### config.mk
export PLATFORM = sky130hd
export DESIGN_NAME = mem_access_unit
export DESIGN_NICKNAME = d
export VERILOG_FILES = /design/src/rtl/mem_access_unit.sv
export SDC_FILE = /design/constraint.sdc
export NUM_CORES = 1
export LEC_CHECK = 0
export CAP_MARGIN = 20
export CORE_UTILIZATION = 51
export DETAILED_ROUTE_END_ITERATION = 8
export GPL_TIMING_DRIVEN = 1
export PLACE_DENSITY = 0.86
export SYNTH_ARGS = -nofsm -noshare
export SYNTH_HDL_FRONTEND = slang
export SYNTH_SLANG_ARGS = --single-unit
### constraint.sdc
create_clock -name clk -period 4.91 [get_ports clk]
set_input_delay 0.982 -clock clk [delete_from_list [all_inputs] [get_ports clk]]
set_output_delay 0.982 -clock clk [all_outputs]
set_load 0.01 [all_outputs]
### src/rtl/mem_access_unit.sv
// mem_access_unit: MEM stage of the 5-stage RISC-V pipeline.
// Runs loads/stores over a req/ack data bus, stalls the front of the pipe
// while an access is in flight, formats load data and holds the EX/MEM
// pipeline register. Optional feature macro: MEM_MISALIGN_TRAP_EN (flag
// misaligned accesses instead of rounding the address down).
module mem_access_unit #(
    parameter int unsigned MAX_WAIT = 15
) (
    input  logic        clk,
    input  logic        reset_n,
    input  logic [31:0] ALU_OUT_EX,
    input  logic [31:0] REG_DATA2_EX_FINAL,
    input  logic [2:0]  FUNCT3_EX,
    input  logic [4:0]  RD_EX,
    input  logic        RegWrite_EX,
    input  logic        MemtoReg_EX,
    input  logic        MemRead_EX,
    input  logic        MemWrite_EX,
    input  logic [31:0] mem_rdata,
    input  logic        mem_ack,
    output logic        mem_req,
    output logic        mem_we,
    output logic [31:0] mem_addr,
    output logic [3:0]  mem_be,
    output logic [31:0] mem_wdata,
    output logic        STALL_MEM,
    output logic [31:0] ALU_OUT_MEM,
    output logic [31:0] READ_DATA_MEM,
    output logic [4:0]  RD_MEM,
    output logic        RegWrite_MEM,
    output logic        MemtoReg_MEM,
    output logic        MISALIGN_MEM,
    output logic        BUS_ERR_MEM
);
    typedef enum logic [1:0] {IDLE = 2'd0, BUSY = 2'd1, DONE = 2'd2} state_t;

    localparam logic [1:0] SZ_B = 2'd0;
    localparam logic [1:0] SZ_H = 2'd1;
    localparam logic [1:0] SZ_W = 2'd2;
    // Last BUSY cycle index before the access is abandoned.
    localparam logic [7:0] WAIT_LAST = 8'(MAX_WAIT - 1);

    // Everything the bus needs, latched once so it stays stable under req.
    typedef struct packed {
        logic [31:0] addr;   // word aligned
        logic        we;
        logic [3:0]  be;
        logic [31:0] wdata;
        logic [1:0]  ofs;    // byte offset used to pick the load lane
        logic [1:0]  size;
        logic        uns;
    } bus_req_t;

    state_t      state_q, state_d;
    bus_req_t    req_q, req_d, req_ex;
    logic [7:0]  cnt_q, cnt_d;
    logic [31:0] rdata_q, rdata_d, rdata_fmt;
    logic        abort_q, abort_d;
    logic        mem_op, trap, stall;
    logic [7:0]  ld_b;
    logic [15:0] ld_h;

    logic [31:0] alu_mem_q, alu_mem_d, rdm_q, rdm_d;
    logic [4:0]  rd_mem_q, rd_mem_d;
    logic        rw_mem_q, rw_mem_d, m2r_mem_q, m2r_mem_d;
    logic        mis_mem_q, mis_mem_d, berr_mem_q, berr_mem_d;

    assign mem_op = MemRead_EX | MemWrite_EX;

    // Decode the EX instruction into a lane-aligned bus request.
    always_comb begin
        req_ex      = '0;
        req_ex.size = FUNCT3_EX[1] ? SZ_W : (FUNCT3_EX[0] ? SZ_H : SZ_B);
        req_ex.uns  = FUNCT3_EX[2];
        req_ex.we   = MemWrite_EX;
        req_ex.addr = {ALU_OUT_EX[31:2], 2'b00};
        case (req_ex.size)
            SZ_B: begin
                req_ex.ofs   = ALU_OUT_EX[1:0];
                req_ex.be    = 4'b0001 << ALU_OUT_EX[1:0];
                req_ex.wdata = {4{REG_DATA2_EX_FINAL[7:0]}};
            end
            SZ_H: begin
                // Rounds a misaligned half down to its even address.
                req_ex.ofs   = {ALU_OUT_EX[1], 1'b0};
                req_ex.be    = ALU_OUT_EX[1] ? 4'b1100 : 4'b0011;
                req_ex.wdata = {2{REG_DATA2_EX_FINAL[15:0]}};
            end
            default: begin
                req_ex.ofs   = 2'b00;
                req_ex.be    = 4'b1111;
                req_ex.wdata = REG_DATA2_EX_FINAL;
            end
        endcase
        if (!MemWrite_EX) req_ex.be = 4'b1111;
    end

`ifdef MEM_MISALIGN_TRAP_EN
    // Misaligned accesses skip the bus and are flagged down the pipe.
    always_comb begin
        trap = 1'b0;
        if (req_ex.size == SZ_H)      trap = mem_op & ALU_OUT_EX[0];
        else if (req_ex.size == SZ_W) trap = mem_op & (|ALU_OUT_EX[1:0]);
    end
`else
    assign trap = 1'b0;
`endif

    // Pick the addressed lane of the bus word and extend it.
    always_comb begin
        ld_b = 8'h00;
        case (req_q.ofs)
            2'd0:    ld_b = mem_rdata[7:0];
            2'd1:    ld_b = mem_rdata[15:8];
            2'd2:    ld_b = mem_rdata[23:16];
            default: ld_b = mem_rdata[31:24];
        endcase
        ld_h      = req_q.ofs[1] ? mem_rdata[31:16] : mem_rdata[15:0];
        rdata_fmt = mem_rdata;
        case (req_q.size)
            SZ_B:    rdata_fmt = {{24{ld_b[7] & ~req_q.uns}}, ld_b};
            SZ_H:    rdata_fmt = {{16{ld_h[15] & ~req_q.uns}}, ld_h};
            default: rdata_fmt = mem_rdata;
        endcase
    end

    // Access FSM: IDLE launches, BUSY waits for ack or timeout, DONE releases.
    always_comb begin
        state_d = state_q;
        req_d   = req_q;
        cnt_d   = cnt_q;
        rdata_d = rdata_q;
        abort_d = abort_q;
        stall   = 1'b0;
        case (state_q)
            IDLE: begin
                if (mem_op && !trap) begin
                    stall   = 1'b1;
                    req_d   = req_ex;
                    cnt_d   = 8'd0;
                    rdata_d = 32'd0;
                    abort_d = 1'b0;
                    state_d = BUSY;
                end
            end
            BUSY: begin
                stall = 1'b1;
                if (mem_ack) begin
                    rdata_d = rdata_fmt;
                    state_d = DONE;
                end else begin
                    cnt_d = cnt_q + 8'd1;
                    if (cnt_q == WAIT_LAST) begin
                        abort_d = 1'b1;
                        state_d = DONE;
                    end
                end
            end
            DONE:    state_d = IDLE;
            default: state_d = IDLE;
        endcase
    end

    // FSM and latched bus request.
    always_ff @(posedge clk or negedge reset_n) begin
        if (!reset_n) begin
            state_q <= IDLE;
            req_q   <= '0;
            cnt_q   <= 8'd0;
            rdata_q <= 32'd0;
            abort_q <= 1'b0;
        end else begin
            state_q <= state_d;
            req_q   <= req_d;
            cnt_q   <= cnt_d;
            rdata_q <= rdata_d;
            abort_q <= abort_d;
        end
    end

    // EX/MEM register: load when not stalled, otherwise bubble the controls.
    always_comb begin
        alu_mem_d  = alu_mem_q;
        rdm_d      = rdm_q;
        rd_mem_d   = rd_mem_q;
        rw_mem_d   = 1'b0;
        m2r_mem_d  = 1'b0;
        mis_mem_d  = 1'b0;
        berr_mem_d = 1'b0;
        if (!stall) begin
            alu_mem_d = ALU_OUT_EX;
            rd_mem_d  = RD_EX;
            m2r_mem_d = MemtoReg_EX;
            if (state_q == DONE) begin
                rdm_d      = (abort_q || req_q.we) ? 32'd0 : rdata_q;
                rw_mem_d   = RegWrite_EX & ~abort_q;
                berr_mem_d = abort_q;
            end else begin
                rdm_d     = 32'd0;
                rw_mem_d  = RegWrite_EX & ~trap;
                mis_mem_d = trap;
            end
        end
    end

    // EX/MEM pipeline register state.
    always_ff @(posedge clk or negedge reset_n) begin
        if (!reset_n) begin
            alu_mem_q  <= 32'd0;
            rdm_q      <= 32'd0;
            rd_mem_q   <= 5'd0;
            rw_mem_q   <= 1'b0;
            m2r_mem_q  <= 1'b0;
            mis_mem_q  <= 1'b0;
            berr_mem_q <= 1'b0;
        end else begin
            alu_mem_q  <= alu_mem_d;
            rdm_q      <= rdm_d;
            rd_mem_q   <= rd_mem_d;
            rw_mem_q   <= rw_mem_d;
            m2r_mem_q  <= m2r_mem_d;
            mis_mem_q  <= mis_mem_d;
            berr_mem_q <= berr_mem_d;
        end
    end

    assign mem_req       = (state_q == BUSY);
    assign mem_we        = req_q.we;
    assign mem_addr      = req_q.addr;
    assign mem_be        = req_q.be;
    assign mem_wdata     = req_q.wdata;
    assign STALL_MEM     = stall;
    assign ALU_OUT_MEM   = alu_mem_q;
    assign READ_DATA_MEM = rdm_q;
    assign RD_MEM        = rd_mem_q;
    assign RegWrite_MEM  = rw_mem_q;
    assign MemtoReg_MEM  = m2r_mem_q;
    assign MISALIGN_MEM  = mis_mem_q;
    assign BUS_ERR_MEM   = berr_mem_q;

endmodule

==> impl_metrics.env, run 1 <==
export IMPL_grt_max_degree=120
export IMPL_drive_gt1_share_pct=9.29
export IMPL_synth_top_area_share_pct=55.4
export IMPL_hold_violations=0
export IMPL_clkSlewWorstSetupHoldPaths_ps=60
export IMPL_max_slew_margin_pct=29.6
export IMPL_n_antenna_cell=0
export IMPL_cts_tree="built"
export IMPL_netlist_top_cells_count="dfrtp_1 (187), nand2_1 (158), buf_4 (69), a22o_1 (38), o21ai_0 (34)"
export IMPL_place_gp_congestion=0.858
export IMPL_crit_path_frequent_cell="clkdlybuf4s50_1"
export IMPL_worst_pin_slew_ps=1050
export IMPL_max_freq_mhz=269
export IMPL_path_class="input port to primary output"
export IMPL_cp_top_family="buffers and inverters"
export IMPL_routedWlPerCell_um=18.3
export IMPL_outcome="completed"
export IMPL_min_period_over_period_pct=75.9
export IMPL_antenna_found_initial=0
export IMPL_drt_antenna_violating_nets=0
export IMPL_cts_setup_buffers=0
export IMPL_area_delta_synth_final_pct=32.4
export IMPL_wl_um=21300
export IMPL_grt_use_total_pct=25.6
export IMPL_first_iter_violations=514
export IMPL_dp_hpwl_um=14700
export IMPL_critPathBufInv=2
export IMPL_p_per_area_mw_per_mm2=610
export IMPL_grt_pass1_vias=6320
export IMPL_drv_cap=0
export IMPL_cts_buffers=17
export IMPL_post_cts_resized=0
export IMPL_die_area_sq_mm=0.0171
export IMPL_ys_seq_elements=187
export IMPL_worstSetupStartpointType="input port"
export IMPL_die_h_um=131
export IMPL_drc=0
export IMPL_clockBufferDepth=2
export IMPL_cp_max_fo=7
export IMPL_worstRegToRegCells=6
export IMPL_worstPathCellList="clkdlybuf4s50_1, or3_1, and2_4, clkdlybuf4s50_1"
export IMPL_synth_async_sr_flop_share_pct=100
export IMPL_avgSynthCellArea_sq_um=10.9
export IMPL_first_pass_iters=5
export IMPL_grt_setup_unrepaired="false"
export IMPL_final_setup_viol_count=0
export IMPL_hp_class="flip-flop to flip-flop"
export IMPL_utilization_pct=69.7
export IMPL_vdd_drop_max_v=0.000338
export IMPL_initial_utilization_pct=52.6
export IMPL_end_kind="primary output"
export IMPL_timing_hold_ws_ps=471
export IMPL_skew_ps=8.46
export IMPL_layout_nets=1047
export IMPL_die_w_um=131
export IMPL_drv_slew=0
export IMPL_crit_slowest_cell="or3_1"
export IMPL_cp_arrival_ps=2740
export IMPL_synthFlopType="dfrtp_1"
export IMPL_synth_cell_types=50
export IMPL_grt_pass1_wl_um=33100
export IMPL_cts_hold_buf=0
export IMPL_synthCells=773
export IMPL_seq_area_frac_synth_pct=55.4
export IMPL_cts_root_buf="clkbuf_16"
export IMPL_syn_cell_area_sq_mm=0.00845
export IMPL_hold_depth=2
export IMPL_viasPerCell=5.52
export IMPL_critPathMaxStageDelay_ps=520
export IMPL_synth_area_leader_cell="dfrtp_1"
export IMPL_cp_required_ps=3930
export IMPL_insertion_delay_ps=420
export IMPL_via_count=6421
export IMPL_tns_ps=0
export IMPL_yosys_top_cells_area="dfrtp_1 (55%), nand2_1 (7.0%), buf_4 (6.1%), a22o_1 (3.9%), mux2_2 (3.7%)"
export IMPL_synth_most_common_cell="dfrtp_1"
export IMPL_regToRegSetupSlack_ps=2030
export IMPL_h_tree_depth=4
export IMPL_p_leak_nw=4.99
export IMPL_r2r_start="state_q[0]"
export IMPL_core_area_sq_mm=0.0161
export IMPL_min_to="mem_wdata[3]"
export IMPL_yosys_warnings=0
export IMPL_synth_edf_count=0
export IMPL_grt_ovfl_total=0
export IMPL_r2r_end="rdata_q[30]"
export IMPL_min_period_ps=3720
export IMPL_min_from="mem_wdata[3]"
export IMPL_cts_sinks=187
export IMPL_row_count=46
export IMPL_ios=255
export IMPL_io_buffers=251
[how the worst max path moves through the flow]
stage / endpoint / cells after the start / slack, ps / from
after detailed placement: rdata_q[26] / 7 / 1150 / MemWrite_EX
after global placement: STALL_MEM / 4 / 1190 / MemRead_EX
after floorplan: STALL_MEM / 6 / 1920 / MemRead_EX
after CTS: STALL_MEM / 4 / 1190 / MemRead_EX
after global routing: STALL_MEM / 4 / 1170 / MemRead_EX
final: STALL_MEM / 4 / 1190 / MemRead_EX
[metal layers]
metal	part of all wire, %	wire (um)	GRT usage, %
met3	9.0	1920	7.37
met1	41	8760	33.4
met5	0	0	0
met4	2.4	512	10.4
met2	48	10100	40.2
[through the flow]
| stage | power (mW) | instance area (sq um) | setup slack, ps | std cells |
|---|---|---|---|---|
| after CTS | 6.87 | 11200 | 1190 | 1162 |
| final | 6.83 | 11200 | 1190 | 1163 |
| after detailed placement | 5.45 | 10600 | 1150 | 1130 |
| after global routing | 7.24 | 11200 | 1170 | 1163 |
| after global placement | 5.36 | 10600 | 1190 | 1130 |
| after floorplan | 4.34 | 8460 | 1920 | 775 |
[power by group]
part | leakage, nW | switching (mW) | internal (mW) | total, mW
clock network | 0.285 | 0.616 | 0.778 | 1.39
logic | 2.34 | 1.31 | 1.52 | 2.84
registers | 2.37 | 0.442 | 2.16 | 2.60
[state kept, by name, indices dropped and copies added, names as in the netlist]
register and flops:
ALU_OUT_MEM 32, BUS_ERR_MEM 1, MemtoReg_MEM 1, RD_MEM 5, READ_DATA_MEM 32, RegWrite_MEM 1, abort_q 1, cnt_q 8
mem_addr 30, mem_be 4, mem_wdata 32, mem_we 1, rdata_q 32, req_q 5, state_q 2
[worst min-delay path: stages, from the launching register on]
cell	delay, ps
dfrtp_1	340
nand2_1	50
nand2_1	50
[area by class of cell]
class                   count  area (sq um)
fillers                  1195          4860
flip-flops and latches    187          4680
multi-input cells         459          3020
repair buffers            260          2600
clock buffers              19           443
well taps                 216           270
clock inverters            13           154
inverters                   9          33.8
[cells in the final DEF, fill, tap and decap left out, drive strengths merged, types with 6 or more instances in the layout]
cell type	instances
nand3	8
a2bb2oi	6
dfrtp	187
clkdlybuf4s50	250
o2bb2ai	7
a22o	38
buf	9
mux2i	31
o22ai	10
inv	14
mux2	40
o21ai	34
a21oi	22
nand3b	7
a221o	18
nor2	23
a311o	6
nand2	158
clkbuf	20
[cells by family after synthesis]
group	after synthesis	synth area share [%]
fa+ha+maj	2	0.296
other cells	1	0.0444
buf+inv	129	9.32
simple gates	222	11.2
flops	187	55.4
xor+xnor	4	0.414
compound gates	156	13.6
mux	72	9.80
(Power assumes the default switching activity.)
==> inputs of run 2 (changes only) <==
Settings changed: CORE_UTILIZATION 51 to 43, PLACE_DENSITY 0.86 to 0.77.
Clock period 4.91 ns to 3.2 ns, I/O delays scaled along.
==> impl_metrics.env, run 2 (synthesized netlist as in run 1, its figures left out) <==
export IMPL_p_total_mw=10.5
export IMPL_pre_cts_ws_ps=302
export IMPL_drv_cap=0
export IMPL_h_tree_depth=4
export IMPL_max_slew_margin_pct=25.9
export IMPL_grt_pass1_wl_um=33900
export IMPL_area_delta_synth_final_pct=33.9
export IMPL_min_period_over_period_pct=90.8
export IMPL_hold_violations=0
export IMPL_critPathMaxStageDelay_ps=510
export IMPL_dp_hpwl_um=15400
export IMPL_place_gp_congestion=0.872
export IMPL_final_cell_mix="clkdlybuf4s50_1 (250), dfrtp_1 (187), nand2_1 (158)"
export IMPL_max_freq_mhz=344
export IMPL_p_per_area_mw_per_mm2=928
export IMPL_worstRegToRegCells=6
export IMPL_stdcell_area_sq_mm=0.0113
export IMPL_drc=0
export IMPL_worstPathCellList="clkdlybuf4s50_1, or3_1, and2_4, clkdlybuf4s50_1"
export IMPL_min_period_ps=2910
export IMPL_clockBufferDepth=2
export IMPL_first_pass_iters=6
export IMPL_wl_um=21500
export IMPL_drt_antenna_violating_nets=0
export IMPL_grt_max_degree=83
export IMPL_grt_setup_unrepaired="false"
export IMPL_clkSlewWorstSetupHoldPaths_ps=60
export IMPL_tns_ps=0
export IMPL_r2r_start="state_q[0]"
export IMPL_n_antenna_cell=0
export IMPL_hp_class="input port to asynchronous set/reset pin"
export IMPL_cts_sinks=187
export IMPL_grt_pass1_vias=6254
export IMPL_cts_root_buf="clkbuf_16"
export IMPL_routedWlPerCell_um=17.7
export IMPL_setup_ws_ps=294
export IMPL_vdd_drop_max_v=0.000527
export IMPL_cts_buffers=17
export IMPL_final_setup_viol_count=0
export IMPL_outcome="completed"
export IMPL_die_area_sq_mm=0.0202
export IMPL_post_cts_resized=0
export IMPL_crit_path_start="MemWrite_EX"
export IMPL_drive_gt1_share_pct=10.1
export IMPL_first_iter_violations=348
export IMPL_cp_top_family="buffers and inverters"
export IMPL_layout_nets=1056
export IMPL_drv_slew=0
export IMPL_end_kind="primary output"
export IMPL_worst_pin_slew_ps=1110
export IMPL_io_buffers=251
export IMPL_path_class="input port to primary output"
export IMPL_regToRegSetupSlack_ps=970
export IMPL_p_leak_nw=5.04
export IMPL_initial_utilization_pct=44.5
export IMPL_layout_commonest_cell="clkdlybuf4s50_1"
export IMPL_viasPerCell=5.17
export IMPL_die_h_um=142
export IMPL_cts_setup_buffers=0
export IMPL_grt_ovfl_total=0
export IMPL_cp_arrival_ps=2270
export IMPL_cts_hold_buf=0
export IMPL_skew_ps=8.10
export IMPL_cp_required_ps=2560
export IMPL_ios=255
export IMPL_r2r_end="mem_addr[9]"
export IMPL_antenna_found_initial=1
export IMPL_crit_path_frequent_cell="clkdlybuf4s50_1"
export IMPL_via_count=6281
export IMPL_insertion_delay_ps=420
export IMPL_cts_tree="built"
export IMPL_die_w_um=142
export IMPL_row_count=50
export IMPL_cp_max_fo=5
export IMPL_timing_hold_ws_ps=253
export IMPL_crit_slowest_cell="clkdlybuf4s50_1"
export IMPL_worstSetupStartpointType="input port"
export IMPL_core_area_sq_mm=0.0190
export IMPL_placed_area_sq_mm=0.0107
export IMPL_critPathBufInv=2
export IMPL_grt_use_total_pct=21.8
run 2: cell count changes in the layout (fill, tap and decap cells not counted), sizes merged:
cell / delta
buf: +9
bufinv: -1
clkinv: +2
clkinvlp: -2
inv: +1
run 2: routing by layer:
layer | GRT usage, % | routed length (um) | vias up
met5 | 0 | 0 | -
li1 | - | - | 2966
met4 | 5.09 | 235 | 0
met2 | 34.1 | 9940 | 255
met3 | 7.47 | 1950 | 23
met1 | 29.2 | 9390 | 3037
run 2: per-stage QoR:
step | utilization, % | cells
floorplan | - | 775
global placement | 56.4 | 1184
detailed placement | 56.4 | 1184
CTS | 59.5 | 1216
global route | 59.5 | 1216
finish | 59.5 | 1216
run 2: cell type report:
class,count,area (sq um)
Timing Repair Buffer,269,2680
Fill cell,1593,7690
Multi-Input combinational cell,459,3020
Inverter,9,33.8
Sequential cell,187,4680
Clock buffer,19,443
Tap cell,260,325
Clock inverter,13,149
run 2: worst max path at each step:
| stage | end | slack [ps] | depth (start not counted) |
|---|---|---|---|
| 5_1_grt | STALL_MEM | 240 | 4 |
| 6_report | STALL_MEM | 290 | 4 |
| 2_1_floorplan | STALL_MEM | 890 | 6 |
| 3_5_place_dp | STALL_MEM | 300 | 4 |
| 4_1_cts | STALL_MEM | 300 | 4 |
| 3_3_place_gp | STALL_MEM | 300 | 4 |
run 2: power breakdown:
| part | internal [mW] | switching, mW | leakage [nW] |
|---|---|---|---|
| combinational | 2.38 | 2.07 | 2.39 |
| clock | 1.13 | 0.977 | 0.288 |
| sequential | 3.31 | 0.643 | 2.37 |
| total | 6.82 | 3.69 | 5.04 |
run 2: worst reg2reg max path, cell delays in order, from the launching register on:
cell and delay, ps:
dfrtp_1 490, buf_4 210, nor2_1 400, o21a_2 450
buf_4 410, nand2_1 140, nand2_1 80
